File: src/rtl/dac_wl_responder.sv
// DAC-side responder for the dac_valid/dac_ready wordline handshake: settle, one-cycle ack,
// fixed-width wordline pulse from the captured bitmap, then a recovery gap before the next accept.
module dac_wl_responder #(
    parameter int NUM_INPUTS     = 64,
    parameter int READY_DELAY    = 2,
    parameter int PULSE_CYCLES   = 4,
    parameter int RECOVER_CYCLES = 1
) (
    input  logic                            i_clk,
    input  logic                            i_rst,
    input  logic [NUM_INPUTS-1:0]           i_wl_spike,
    input  logic                            i_dac_valid,
    output logic                            o_dac_ready,
    output logic [NUM_INPUTS-1:0]           o_wl_drive,
    output logic                            o_drive_active,
    output logic [$clog2(NUM_INPUTS+1)-1:0] o_spike_count,
    output logic [15:0]                     o_pulse_total,
    output logic                            o_protocol_err
);
    localparam int SC_W  = $clog2(NUM_INPUTS + 1);
    localparam int MAX_A = (READY_DELAY > PULSE_CYCLES) ? READY_DELAY : PULSE_CYCLES;
    localparam int MAX_V = (MAX_A > RECOVER_CYCLES) ? MAX_A : RECOVER_CYCLES;
    localparam int CNT_W = (MAX_V < 2) ? 1 : $clog2(MAX_V + 1);

    localparam logic [CNT_W-1:0] CNT_SETTLE  = CNT_W'(READY_DELAY);
    localparam logic [CNT_W-1:0] CNT_PULSE   = CNT_W'(PULSE_CYCLES - 1);
    localparam logic [CNT_W-1:0] CNT_RECOVER = CNT_W'((RECOVER_CYCLES == 0) ? 0 : RECOVER_CYCLES - 1);

    typedef enum logic [2:0] {S_IDLE, S_SETTLE, S_ACK, S_DRIVE, S_RECOVER} state_t;

    state_t                  r_state, w_state_nx;
    logic [CNT_W-1:0]        r_cnt, w_cnt_nx;
    logic                    r_ready, w_ready_nx;
    logic [NUM_INPUTS-1:0]   r_wl_drive, w_wl_drive_nx;
    logic                    r_active, w_active_nx;
    logic [SC_W-1:0]         r_spike_count, w_spike_count_nx;
    logic [15:0]             r_pulse_total, w_pulse_total_nx;
    logic                    r_perr, w_perr_nx;
    logic [SC_W-1:0]         w_pop;

    always_comb begin
        w_pop = '0;
        for (int i = 0; i < NUM_INPUTS; i++) w_pop = w_pop + SC_W'(i_wl_spike[i]);
    end

    always_comb begin
        w_state_nx       = r_state;
        w_cnt_nx         = r_cnt;
        w_ready_nx       = 1'b0;
        w_wl_drive_nx    = r_wl_drive;
        w_active_nx      = r_active;
        w_spike_count_nx = r_spike_count;
        w_pulse_total_nx = r_pulse_total;
        w_perr_nx        = 1'b0;
        case (r_state)
            S_IDLE: begin
                if (i_dac_valid) begin
                    if (READY_DELAY == 0) begin
                        w_ready_nx = 1'b1;
                        w_state_nx = S_ACK;
                    end else begin
                        w_cnt_nx   = CNT_SETTLE;
                        w_state_nx = S_SETTLE;
                    end
                end
            end
            S_SETTLE: begin
                if (!i_dac_valid) begin
                    w_perr_nx  = 1'b1;
                    w_state_nx = S_IDLE;
                end else if (r_cnt == '0) begin
                    w_ready_nx = 1'b1;
                    w_state_nx = S_ACK;
                end else begin
                    w_cnt_nx = r_cnt - 1'b1;
                end
            end
            S_ACK: begin
                // dac_ready is only ever held for this single cycle, so the request can't be re-acked.
                if (i_dac_valid) begin
                    w_wl_drive_nx    = i_wl_spike;
                    w_spike_count_nx = w_pop;
                    w_active_nx      = 1'b1;
                    w_cnt_nx         = CNT_PULSE;
                    w_state_nx       = S_DRIVE;
                end else begin
                    w_perr_nx  = 1'b1;
                    w_state_nx = S_IDLE;
                end
            end
            S_DRIVE: begin
                if (r_cnt == '0) begin
                    w_wl_drive_nx    = '0;
                    w_active_nx      = 1'b0;
                    w_pulse_total_nx = r_pulse_total + 16'd1;
                    w_cnt_nx         = CNT_RECOVER;
                    w_state_nx       = (RECOVER_CYCLES == 0) ? S_IDLE : S_RECOVER;
                end else begin
                    w_cnt_nx = r_cnt - 1'b1;
                end
            end
            S_RECOVER: begin
                if (r_cnt == '0) w_state_nx = S_IDLE;
                else             w_cnt_nx   = r_cnt - 1'b1;
            end
            default: w_state_nx = S_IDLE;
        endcase
    end

    always_ff @(posedge i_clk or posedge i_rst) begin
        if (i_rst) begin
            r_state       <= S_IDLE;
            r_cnt         <= '0;
            r_ready       <= 1'b0;
            r_wl_drive    <= '0;
            r_active      <= 1'b0;
            r_spike_count <= '0;
            r_pulse_total <= '0;
            r_perr        <= 1'b0;
        end else begin
            r_state       <= w_state_nx;
            r_cnt         <= w_cnt_nx;
            r_ready       <= w_ready_nx;
            r_wl_drive    <= w_wl_drive_nx;
            r_active      <= w_active_nx;
            r_spike_count <= w_spike_count_nx;
            r_pulse_total <= w_pulse_total_nx;
            r_perr        <= w_perr_nx;
        end
    end

    assign o_dac_ready    = r_ready;
    assign o_wl_drive     = r_wl_drive;
    assign o_drive_active = r_active;
    assign o_spike_count  = r_spike_count;
    assign o_pulse_total  = r_pulse_total;
    assign o_protocol_err = r_perr;
endmodule

File: config.mk
export PLATFORM = sky130hd
export DESIGN_NAME = dac_wl_responder
export DESIGN_NICKNAME = d
export VERILOG_FILES = /design/src/rtl/dac_wl_responder.sv
export SDC_FILE = /design/constraint.sdc
export NUM_CORES = 1
export LEC_CHECK = 0
export CAP_MARGIN = 40
export CELL_PAD_IN_SITES_DETAIL_PLACEMENT = 1
export CELL_PAD_IN_SITES_GLOBAL_PLACEMENT = 2
export CORE_MARGIN = 4
export CORE_UTILIZATION = 25
export DETAILED_ROUTE_END_ITERATION = 12
export HOLD_SLACK_MARGIN = 0.1
export PLACE_DENSITY_LB_ADDON = 0.1
export SYNTH_ARGS = -nofsm -noshare
export SYNTH_HDL_FRONTEND = slang
export SYNTH_SLANG_ARGS = --single-unit
File: constraint.sdc
create_clock -name i_clk -period 5.1 [get_ports i_clk]
set_clock_uncertainty 0.2 [all_clocks]
set_input_delay 1.02 -clock i_clk [delete_from_list [all_inputs] [get_ports i_clk]]
set_output_delay 1.02 -clock i_clk [all_outputs]
set_load 0.02 [all_outputs]
Word-level counts from Yosys, hierarchy flattened
Index checks and enable logic that the tools add are counted.
{ "word_totals": {"reg_bits": 96, "in_bits": 67} }
{ "classes": {"n_eq_ne": 10, "muxes": 24, "add_sub_neg": 65, "n_reduce_logical": 10} }
{ "op_table": {"columns": ["cell", "n"], "rows": [
  ["$add A7 B1 Y7", 57],
  ["$mux W64", 2],
  ["$pmux W64 S2", 1],
  ["$mux W3", 10],
  ["$pmux W3 S5", 2],
  ["$add A16 B1 Y16 const B", 1],
  ["$ne A2 B2 Y1 const B", 5],
  ["$reduce_and A4 Y1", 2],
  ["$add A6 B1 Y7", 1],
  ["$mux W1", 7],
  ["$add A5 B1 Y6", 1],
  ["$eq A3 B2 Y1 const B", 2],
  ["$logic_not A3 Y1", 2],
  ["$add A4 B1 Y5", 1],
  ["$reduce_bool A5 Y1", 1],
  ["$add A3 B1 Y4", 1],
  ["$reduce_and A2 Y1", 2],
  ["$add A2 B1 Y3", 1],
  ["$eq A3 B1 Y1 const B", 1],
  ["$eq A3 B3 Y1 const B", 1],
  ["$ne A3 B3 Y1 const B", 1],
  ["$reduce_and A3 Y1", 1],
  ["$sub A3 B1 Y3 const B", 1],
  ["$add A1 B1 Y2", 1],
  ["4 further kinds", 4]
]} }

Longest topological paths before layout
Gate-level depths: netlist (run 1).
{ "depth": {"word_depth": 63, "mapped_depth": 19, "depth_no_buf": 19} }

Least setup slack after synthesis (run 1)
OpenSTA, ideal clock, no wires.
{ "synth_path": {"path_kind": "input port to flip-flop", "startpoint": "input i_wl_spike[35]", "endpoint": "register r_spike_count[4], in the netlist o_spike_count[4]", "cell_stages": 19, "setup_slack_ns": -1.514, "t_arrival_ns": 6.294, "path_buffers": 0, "setup_ns": 0.120, "path_cell_list": "inv_1 fa_1 inv_1 fa_1 fa_1 inv_1 fa_1 inv_1 fa_1 fa_1 fa_1 inv_1 fa_1 inv_1 ha_1 nor2b_1 o21a_1 or3_1 a31o_2"} }
{ "synth_via": {"elab_chain_len": 29} }
{ "synth_lines": {"columns": ["item", "line_no", "text"], "rows": [
  ["from (decl)", "11", "input logic [NUM_INPUTS-1:0] i_wl_spike,"],
  ["$add A7 B1 Y7 (29 in a row)", "43", "for (int i = 0; i < NUM_INPUTS; i++) w_pop = w_pop + SC_W'(i_wl_spike[i]);"],
  ["to (signal assigned)", "126", "r_spike_count <= w_spike_count_nx;"],
  ["to (decl)", "36", "logic [SC_W-1:0] r_spike_count, w_spike_count_nx;"]
]} }
No other way between the ends.
A chain may end at the register's enable or synchronous reset.

Worst setup path in the final report (run 1)
{ "layout_path": {"startpoint": "input i_wl_spike[53]", "endpoint": "register r_spike_count[4], in the netlist o_spike_count[4]"} }
{ "layout_via": {"elab_chain_len": 11} }
{ "layout_lines": {"columns": ["item", "line_no"], "rows": [
  ["$add A7 B1 Y7 (11 in a row)", "43"]
]} }
No other way between the ends.

==> results of run 1 <==
==> synth_stat cells, types with 2 or more instances <==
| library cell | instances |
|---|---|
| inv_1 | 103 |
| nand2_1 | 98 |
| dfrtp_1 | 96 |
| fa_1 | 54 |
| o22ai_1 | 46 |
| o21ai_0 | 28 |
| buf_2 | 21 |
| ha_1 | 18 |
| xnor2_1 | 13 |
| nor3_1 | 8 |
| a211oi_1 | 6 |
| a21oi_1 | 6 |
| nand3_1 | 6 |
| clkbuf_1 | 5 |
| nand2b_1 | 5 |
| and3_1 | 4 |
| nor2_1 | 4 |
| xor2_1 | 4 |
| buf_4 | 3 |
| nand4_1 | 3 |
| o21bai_1 | 3 |
| and4_1 | 2 |
| mux2i_1 | 2 |
| nand3b_1 | 2 |
| nor2b_1 | 2 |
| nor4_4 | 2 |
| nor4bb_1 | 2 |
| o221ai_1 | 2 |
==> per-stage QoR <==
step / hold WS [ps] / std cells / setup WS [ps] / utilization, %
6_report: 286 / 1100 / -1360 / 39.0
2_1_floorplan: 381 / 566 / -1350 / -
4_1_cts: 282 / 1099 / -1390 / 38.5
5_1_grt: 313 / 1100 / -1500 / 39.0
3_3_place_gp: 269 / 1025 / -2140 / 35.2
3_5_place_dp: 271 / 1026 / -2190 / 35.2
==> worst paths after layout <==
| kind | startpoint | to | slack, ps | cells after the start |
|---|---|---|---|---|
| max | i_wl_spike[53] | o_spike_count[4]$_DFFE_PP0P_ | -1360 | 20 |
| min | o_pulse_total[15]$_DFFE_PP0P_ | o_pulse_total[15]$_DFFE_PP0P_ | 290 | 1 |
| max reg2reg | r_cnt[0]$_DFFE_PP0P_ | o_wl_drive[23]$_DFFE_PP0P_ | 1980 | 7 |
| min reg2reg | o_pulse_total[15]$_DFFE_PP0P_ | o_pulse_total[15]$_DFFE_PP0P_ | 290 | 1 |
| max in group asynchronous | i_rst | o_wl_drive[27]$_DFFE_PP0P_ | 2870 | 3 |
| min in group asynchronous | i_rst | o_wl_drive[57]$_DFFE_PP0P_ | 950 | 2 |
==> per-layer routing <==
metal / GRT usage [%] / vias up / share of wire (%)
met5: 0 / - / 0
met4: 5.09 / 0 / 1.6
met3: 3.30 / 19 / 4.5
met2: 26.5 / 111 / 49
met1: 20.7 / 2413 / 45
li1: - / 2311 / -
==> what timing repair did <==
item	CTS	global route
gates cloned	0	0
buffers inserted	57	4
setup endpoints to repair	7	8
endpoints found under the hold margin	0	0
gates resized for setup	166	38
pin swaps	34	18
hold buffers	0	0
==> logic make-up after synthesis <==
kind of cell    count (synthesis)  synth area share [%]
simple gates                  145                  12.1
buf+inv                       133                  9.47
compound gates                100                  10.8
flops                          96                  41.8
fa+ha+maj                      72                  22.7
xor+xnor                       17                  2.59
mux                             3                 0.544
==> state kept, by name, indices dropped and copies added, names as in the netlist <==
signal and cells:
o_dac_ready 1, o_drive_active 1, r_cnt 3, o_protocol_err 1
r_state 3, o_pulse_total 16, o_wl_drive 64, o_spike_count 7
==> layout by cell type, fill, tap and decap left out, drive strengths merged, types with 3 or more instances in the layout <==
master,netlist,layout
a211oi,6,6
a21oi,6,6
and3,4,4
buf,25,128
clkbuf,5,14
clkdlybuf4s15,0,6
clkdlybuf4s50,0,123
dfrtp,96,96
fa,54,54
ha,18,18
inv,103,104
nand2,98,98
nand2b,5,5
nand3,6,6
nand4,3,3
nor2,4,4
nor3,9,9
nor4,3,3
o21ai,28,28
o21bai,3,3
o22ai,46,46
xnor2,13,13
xor2,4,4
==> worst max-delay path: cells and delay by family <==
kind,cells,cell delay (ps)
AOI/OAI and AO/OA,2,410
adders and majority gates,10,4390
buffers and inverters,6,320
and+or+nand+nor,2,350
==> cell type report <==
class	count	share of cell area, %
timing repair buffer	263	26.8
tap	285	4.04
multi-input combinational	337	33.7
sequential	96	27.2
clock inverter	6	1.02
clock buffer	10	2.71
inverter	103	4.60
==> summary.md, run 1 <==
| Metric | Value |
|---|---|
| Syn-to-layout area delta | 53.7% |
| Clock Tree Root | clkbuf_16 |
| Distinct cells, synth | 46 |
| Detail Placement HPWL | 14,100 um |
| Clock slew at reported path FFs | 70 ps |
| CP cell instances | buf_6, inv_2, fa_1, fa_1, inv_2, fa_1, inv_2, fa_2, fa_1, fa_1, fa_1, fa_1, inv_2, ha_4, inv_2, fa_2, nor2b_2, o21a_1, or3_1, a31o_2 |
| # clock sinks | 96 |
| FF+latch area | 2400 sq um |
| Share of layout cells above drive strength 1 | 28.7% |
| Failing checks | negative setup slack |
| FP Rows | 55 |
| DRC viols | 0 |
| Filler cell count | 2,505 |
| Placed cell area | 7980 sq um |
| Setup TNS | -8570 ps |
| Critical Path Max Stage Delay | between 500 and 600 ps |
| Syn. warnings | 0 |
| Die Ht | roughly 160 um |
| Seq cells post-synth | 96 |
| Crit path kind | in -> reg |
| First-pass GRT wire length | 31,900 um |
| Measured slew at the worst slew-check pin | ~710 ps |
| IO Pins | 157 |
| Mapped Area | 5750 sq um |
| Slew Viols, Final | 0 |
| Finish-stage setup viols | 8 |
| Required time of the critical path | 5130 ps |
| Routed wire length | ~19,000 um |
| Tmin final | 6460 ps |
| Startpoint Class | input port |
| Avg Cell Area, Syn | 10.2 sq um |
| Arr. time, crit path | 6500 ps |
| Largest area contributor in the netlist | dfrtp_1 |
| H-Tree Depth | 3 |
| Number of diodes | 0 |
| Sequential fraction of the synthesis area | 41.8% |
| Asr flop ratio synth | 100% |
| Fin crit share | 127% |
| Initial antenna violation count | 0 |
| Top cell by count, worst path | fa_1 |
| 1st-pass router iterations | 4 |
| Worst-path maximum fanout | 2 |
| Total die area | 25,500 sq um |
| CTS tree | yes |
| Detailed-route via count | between 4k and 5k |
| Top-area cell type share of the netlist area | about two fifths |
| Max-cap violation count | 0 |
| Post-synth EDFFs | 0 |
| Top cells by area, synth | dfrtp_1 (42%), fa_1 (19%), inv_1 (6.7%), nand2_1 (6.4%), o22ai_1 (5.0%) |
| Clk_lat worst skew | around 350 ps |
| Gr ovfl total | 0 |
| Most used flip-flop cell after synthesis | dfrtp_1 |
| Unrepaired setup endpoints after global routing | yes |
| CTS Buf Count | 9 |
| Final Cell Area | 8830 sq um |
| Final net count | 949 |
| Vias in the first global route | 5,583 |
| Worst rel slew slack | 52.8% |
| Slowest CP cell | fa_1 |
| Gr usage total | 15.9% |
| Final setup margin | -1360 ps |
| Status | complete, but fails checks |
| Core Area | 22,600 sq um |
| Multi-input gate area | roughly 3000 sq um |
| Worst Hold Class | reg -> reg |
| Routability cong. | 0.772 |
| Initial Util | ~25% |
| Maximum clock frequency | between 150 and 200 MHz |
| Detail Route Antenna Nets | 0 |
| Syn_nets | between 700 and 800 |
| Largest net degree at the start of global routing | 82 |
| Die W | 160 um |
| Final hold viol count | 0 |
| Mapped Cells | 566 |
| DRT iter0 DRCs | roughly 120 |
| WL/cell | approximately 18 um |
| Critical Path End Type | flip-flop |
| Port bufs | 156 |
| Clk buf depth | 2 |
| Vias/cell | 4.41 |
Power of run 1 is not shown: default switching activity piles up to over one toggle a cycle in this logic, so the estimate is an artifact.
==> run 2, diff against run 1 <==
- MAX_ROUTING_LAYER: default -> met4
==> run 2 against run 1 <==
Effect of this change:
- the flow still finishes with violations (negative setup slack)
- clock-buffer cell count unchanged
- final cell count unchanged
- global-route usage increased by 0.43 points
- worst setup slack got worse by 6.5 ps
- final area unchanged
- via count about the same
- critical path type unchanged
- critical path depth unchanged
- first-iteration DRC count decreased by 5.8%
- flip-flop and latch count unchanged
- wire length about the same
- die area unchanged
- sequential share of layout area unchanged
==> summary.md, run 2 (synthesis gave the netlist of run 1 again) <==
| Metric | Value |
|---|---|
| Hold_ws | 282 ps (-3.79 ps) |
| Vias in the first global route | 5,590 (+0.13%) |
| Crit path kind | in -> reg |
| Origin of the worst min-delay path | o_pulse_total[15]$_DFFE_PP0P_ |
| Worst rel slew slack | 53.4% (+0.54 points) |
| # clock sinks | 96 (unchanged) |
| Syn-to-layout area delta | 53.7% (unchanged) |
| Vias/cell | 4.41 (about the same) |
| CTS Buf Count | 9 (unchanged) |
| Final Cell Area | 8830 sq um (unchanged) |
| Startpoint Class | input port |
| Placed cell area | 7980 sq um (unchanged) |
| IO Pins | 157 (unchanged) |
| Die W | 160 um (unchanged) |
| Port bufs | 156 (unchanged) |
| FP Rows | 55 (unchanged) |
| Gr usage total | 16.3% (+0.43 points) |
| Most common cell after layout, fill and taps aside | clkdlybuf4s50_1 |
| Worst Hold Class | reg -> reg |
| R2r endpoint | o_wl_drive[23]$_DFFE_PP0P_ |
| Dpl ws | -2190 ps (unchanged) |
| Arr. time, crit path | 6510 ps (about the same) |
| Detail Placement HPWL | 14,100 um (unchanged) |
| Routability cong. | 0.782 (+1.3%) |
| First-pass GRT wire length | 31,800 um (-0.35%) |
| Slew Viols, Final | 0 (unchanged) |
| Gr ovfl total | 0 (unchanged) |
| Hold Crit Depth | 1 (unchanged) |
| Clock Tree Root | clkbuf_16 |
| Core Area | 22,600 sq um (unchanged) |
| Final net count | 949 (unchanged) |
| Status | complete, but fails checks |
| Routed wire length | 19,500 um (about the same) |
| Tmin final | 6470 ps (+6.50 ps) |
| Failing checks | negative setup slack |
| Worst-path maximum fanout | 2 (unchanged) |
| Hold worst-path end | o_pulse_total[15]$_DFFE_PP0P_ |
| H-Tree Depth | 3 (unchanged) |
| Number of diodes | 0 (unchanged) |
| Clock slew at reported path FFs | 70 ps (about the same) |
| Flop2flop setup slack | 1980 ps (about the same) |
| WL/cell | 17.7 um (about the same) |
| Clk buf depth | 2 (unchanged) |
| Detailed-route via count | 4,853 (-0.021%) |
| Share of layout cells above drive strength 1 | 28.7% (unchanged) |
| Max-cap violation count | 0 (unchanged) |
| Fin crit share | 127% (+0.13 points) |
| Hold-fix buffers, CTS | 0 (unchanged) |
| Required time of the critical path | 5140 ps (about the same) |
| Critical Path Start | i_wl_spike[53] |
| Measured slew at the worst slew-check pin | 698 ps (-8.10 ps) |
| Worst R2R Path Depth | 7 (unchanged) |
| Most frequent cells in the layout | clkdlybuf4s50_1 (123), nand2_1 (97), dfrtp_1 (96) |
| DRC viols | 0 (unchanged) |
| Final setup margin | -1370 ps (-6.50 ps) |
| Initial antenna violation count | 0 (unchanged) |
| Initial Util | 25.4% (unchanged) |
| Total die area | 25,500 sq um (unchanged) |
| Clk_lat worst skew | 350 ps (about the same) |
| DRT iter0 DRCs | 114 (-5.8%) |
| Largest net degree at the start of global routing | 82 (unchanged) |
| Worst flop-to-flop path startpoint | r_cnt[0]$_DFFE_PP0P_ |
| Unrepaired setup endpoints after global routing | yes |
| CTS tree | yes |
| Final hold viol count | 0 (unchanged) |
| Die Ht | 160 um (unchanged) |
| Detail Route Antenna Nets | 0 (unchanged) |
| Critical Path End Type | flip-flop |
| Finish-stage setup viols | 8 (unchanged) |
| Largest register FFs | 64 (unchanged) |
| Maximum clock frequency | 155 MHz (-0.10%) |
| 1st-pass router iterations | 4 (unchanged) |
## run 2: cell type report
cell class,count,area (sq um)
Multi-Input combinational cell,337,2970
Fill cell,2505,13800
Clock inverter,6,90.1
Sequential cell,96,2400
Timing Repair Buffer,263,2360
Clock buffer,10,239
Tap cell,285,357
Inverter,103,407
## run 2: worst max-delay path by stage
stage	to	depth (start not counted)
floorplan	o_spike_count[4]$_DFFE_PP0P_	19
detailed placement	o_spike_count[4]$_DFFE_PP0P_	20
CTS	o_spike_count[4]$_DFFE_PP0P_	20
global placement	o_spike_count[4]$_DFFE_PP0P_	20
finish	o_spike_count[4]$_DFFE_PP0P_	20
global route	o_spike_count[4]$_DFFE_PP0P_	20
## run 2: worst max-delay path, stage by stage
cell and delay (ps):
buf_6 70, inv_2 50, fa_1 520, fa_1 560, inv_2 60, fa_1 540
inv_2 40, fa_2 540, fa_1 430, fa_1 510, fa_1 430, fa_1 510
inv_2 50, ha_4 150, inv_2 50, fa_2 200, nor2b_2 40, o21a_1 170
or3_1 310, a31o_2 240
## run 2: per-layer routing
| metal | track usage, % | share of wire (%) | vias up |
|---|---|---|---|
| met1 | 20.8 | 46 | 2416 |
| met3 | 2.97 | 3.8 | 20 |
| met5 | - | 0 | - |
| li1 | - | - | 2315 |
| met2 | 26.5 | 49 | 102 |
| met4 | 5.09 | 1.5 | 0 |
## run 2: timing repair
item	4_1_cts	5_1_grt
pin swaps	34	18
endpoints found under the setup margin	7	8
buffers inserted	57	4
hold endpoints to repair	0	0
resized for setup	166	38
## run 2: metrics by stage
step,utilization (%),std cells,setup TNS (ps)
floorplan,-,566,-7270
global placement,35.2,1025,-13290
detailed placement,35.2,1026,-13340
CTS,38.5,1099,-8960
global route,39.0,1100,-9670
finish,39.0,1100,-8570
Power of run 2 is left out for the same reason.
==> run 3, diff against run 2 <==
- CTS_CLUSTER_DIAMETER: default -> 50
- CTS_CLUSTER_SIZE: default -> 40
- clock period: 5.1 -> 7.4 ns (I/O delays scaled with it)
==> run 3 against run 2 <==
Effect of this change:
- the run now ends clean
- final area shrank 8.3%
- via count fell by 8.2%
- highest routed layer unchanged
- wire length down 10%
- utilization shrank 3.2 points
- worst hold slack lost 0.97 ps
==> summary.md, run 3 (synthesis gave the netlist of run 1 again) <==
| Metric | Value |
|---|---|
| 1st-pass router iterations | 4 (unchanged) |
| Tmin final | 7250 ps |
| CTS Buf Count | 9 (unchanged) |
| First-pass GRT wire length | 28,700 um (-9.8%) |
| Multi-input gate area | 2860 sq um (-3.8%) |
| Detailed-route via count | 4,456 (-8.2%) |
| Maximum clock frequency | 138 MHz |
| Hold-fix buffers, CTS | 0 (unchanged) |
| DRC viols | 0 (unchanged) |
| R2r endpoint | o_pulse_total[1]$_DFFE_PP0P_ |
| # clock sinks | 96 (unchanged) |
| Clock Tree Root | clkbuf_16 |
| Slew Viols, Final | 0 (unchanged) |
| Setup bufs post-CTS | 0 (-100%) |
| Largest register FFs | 64 (unchanged) |
| Net Sw Power | 2.16 mW |
| Crit path kind | in -> reg |
| Routability cong. | 0.753 (-3.7%) |
| Dpl ws | -421 ps (+1760 ps) |
| WL/cell | 17.1 um (-3.0%) |
| CTS tree | yes |
| FF+latch area | 2400 sq um (unchanged) |
| Clk buf depth | 2 (unchanged) |
| Worst R2R Path Depth | 4 (-3) |
| Final hold viol count | 0 (unchanged) |
| Total die area | 25,500 sq um (unchanged) |
| Die W | 160 um (unchanged) |
| Detail Route Antenna Nets | 0 (unchanged) |
| Initial Util | 25.4% (unchanged) |
| Combinational power share | 73.0% |
| Top cell by count, worst path | fa_1 |
| Filler cell count | 2,525 (+0.80%) |
| Internal Pwr Total | 2.68 mW |
| Syn-to-layout area delta | 41.0% |
| Power Density | 597 nW/um^2 |
| Largest net degree at the start of global routing | 71 (-13%) |
| Fin crit share | 98.0% |
| Worst path top cell family by delay | adder cells |
| Hold Crit Depth | 1 (unchanged) |
| Clk_lat worst skew | 350 ps (about the same) |
| Share of layout cells above drive strength 1 | 12.0% (-17 points) |
| Critical Path End Type | flip-flop |
| Most common cell after layout, fill and taps aside | clkdlybuf4s50_1 |
| Setup TNS | 0 ps (+8570 ps) |
| Hold worst-path end | o_pulse_total[15]$_DFFE_PP0P_ |
| Finish-stage setup viols | 0 (-8) |
| Slowest CP cell | fa_1 |
| Worst-path maximum fanout | 2 (unchanged) |
| Leak | 3.93 nW |
| Startpoint Class | input port |
| Placed cell area | 7730 sq um (-3.0%) |
| DRT iter0 DRCs | 105 (-7.9%) |
| Worst rel slew slack | 47.5% (-5.9 points) |
| Clock share of power | 9.3% |
| Core Area | 22,600 sq um (unchanged) |
| Final net count | 866 (-8.7%) |
| Arr. time, crit path | 7280 ps (+770 ps) |
| Switching share of total power | about 45% |
| Unrepaired setup endpoints after global routing | no |
| H-Tree Depth | 3 (unchanged) |
| Required time of the critical path | 7430 ps (+2290 ps) |
| Gr ovfl total | 0 (unchanged) |
| Flop2flop setup slack | 4680 ps (+2700 ps) |
| Maximum vdd ir drop | 0.611 mV |
| Worst Hold Class | reg -> reg |
| Seq pwr share | 17.8% |
| FP Rows | 55 (unchanged) |
| Status | finished, final reports clean |
| Vias/cell | 4.38 (-0.78%) |
| Measured slew at the worst slew-check pin | 788 ps (+90.2 ps) |
| Critical Path Max Stage Delay | 540 ps (-20 ps) |
| Buf/Inv on CP | 4 (-2) |
| Die Ht | 160 um (unchanged) |
| IO Pins | 157 (unchanged) |
| Routed wire length | 17,500 um (-10%) |
| Origin of the worst min-delay path | o_pulse_total[15]$_DFFE_PP0P_ |
| Max-cap violation count | 0 (unchanged) |
| Final Cell Area | 8100 sq um (-8.3%) |
| Initial antenna violation count | 1 (+1) |
| Most frequent cells in the layout | clkdlybuf4s50_1 (126), nand2_1 (98), dfrtp_1 (96) |
| Worst flop-to-flop path startpoint | r_state[1]$_DFFE_PP0P_ |
| Vias in the first global route | 5,063 (-9.4%) |
| Final setup margin | 149 ps (+1520 ps) |
| CP cell instances | clkdlybuf4s50_1, inv_1, fa_1, fa_1, fa_1, fa_1, fa_1, fa_1, fa_1, fa_1, inv_2, ha_4, inv_2, fa_2, nor2b_1, o21a_1, or3_1, a31o_2 |
| Gr usage total | 14.5% (-1.8 points) |
| Clock slew at reported path FFs | 70 ps (about the same) |
| Detail Placement HPWL | 13,500 um (-4.1%) |
| Port bufs | 156 (unchanged) |
## run 3: cell types whose count changed in the layout (fill, tap and decap cells not counted), moves of 5 or more
cell,delta
buf_4,-70
dlymetal6s2s_1,+29
buf_6,-20
inv_1,+14
fa_1,+13
fa_2,-13
buf_2,-12
inv_2,-9
o21ai_0,+5
## run 3: through the flow
| step | instances | total power [mW] | hold WS (ps) | util (%) |
|---|---|---|---|---|
| floorplan | 566 | 3.03 | 381 | - |
| global placement | 1000 | 4.33 | 270 | 34.1 |
| detailed placement | 1001 | 4.41 | 281 | 34.2 |
| CTS | 1017 | 4.90 | 291 | 35.4 |
| global route | 1018 | 5.43 | 322 | 35.8 |
| finish | 1018 | 4.84 | 281 | 35.8 |
## run 3: worst max-delay path by stage
stage | startpoint | to | slack (ps) | cells past startpoint
2_1_floorplan | i_wl_spike[35] | o_spike_count[4]$_DFFE_PP0P_ | 330 | 19
3_3_place_gp | i_wl_spike[35] | o_spike_count[4]$_DFFE_PP0P_ | -360 | 19
3_5_place_dp | i_wl_spike[35] | o_spike_count[5]$_DFFE_PP0P_ | -420 | 20
4_1_cts | i_wl_spike[35] | o_spike_count[4]$_DFFE_PP0P_ | -20 | 19
5_1_grt | i_wl_spike[1] | o_spike_count[4]$_DFFE_PP0P_ | 2 | 18
6_report | i_wl_spike[1] | o_spike_count[4]$_DFFE_PP0P_ | 150 | 18
## run 3: what timing repair did
item	4_1_cts	5_1_grt
endpoints found under the setup margin	2	5
gates resized for setup	1	69
pin swaps	1	34
cloned	0	0
## run 3: layout make-up
type,count,share of cell area [%]
Antenna cell,1,0.0309
Clock buffer,9,2.78
Clock inverter,7,0.556
Inverter,103,4.80
Multi-Input combinational cell,337,35.3
Sequential cell,96,29.6
Tap cell,285,4.40
Timing Repair Buffer,180,22.5
## run 3: per-layer routing
metal | vias up | share of wire, % | global-route usage [%] | wire length [um]
met1 | 2212 | 48 | 19.8 | 8360
li1 | 2136 | - | - | -
met2 | 98 | 46 | 21.9 | 8110
met5 | - | 0 | - | 0
met4 | 0 | 1.3 | 4.30 | 225
met3 | 10 | 4.4 | 2.89 | 764
## run 3: power groups by stage
| stage | registers, mW | logic [mW] | clock network, mW |
|---|---|---|---|
| after floorplan | 1.07 | 1.96 | 0 |
| after global placement | 0.865 | 3.46 | 0 |
| after detailed placement | 0.874 | 3.53 | 0 |
| after CTS | 0.867 | 3.57 | 0.467 |
| after global routing | 0.890 | 4.05 | 0.491 |
| final | 0.860 | 3.53 | 0.449 |
Note: power is estimated with default switching activity, not from simulation.
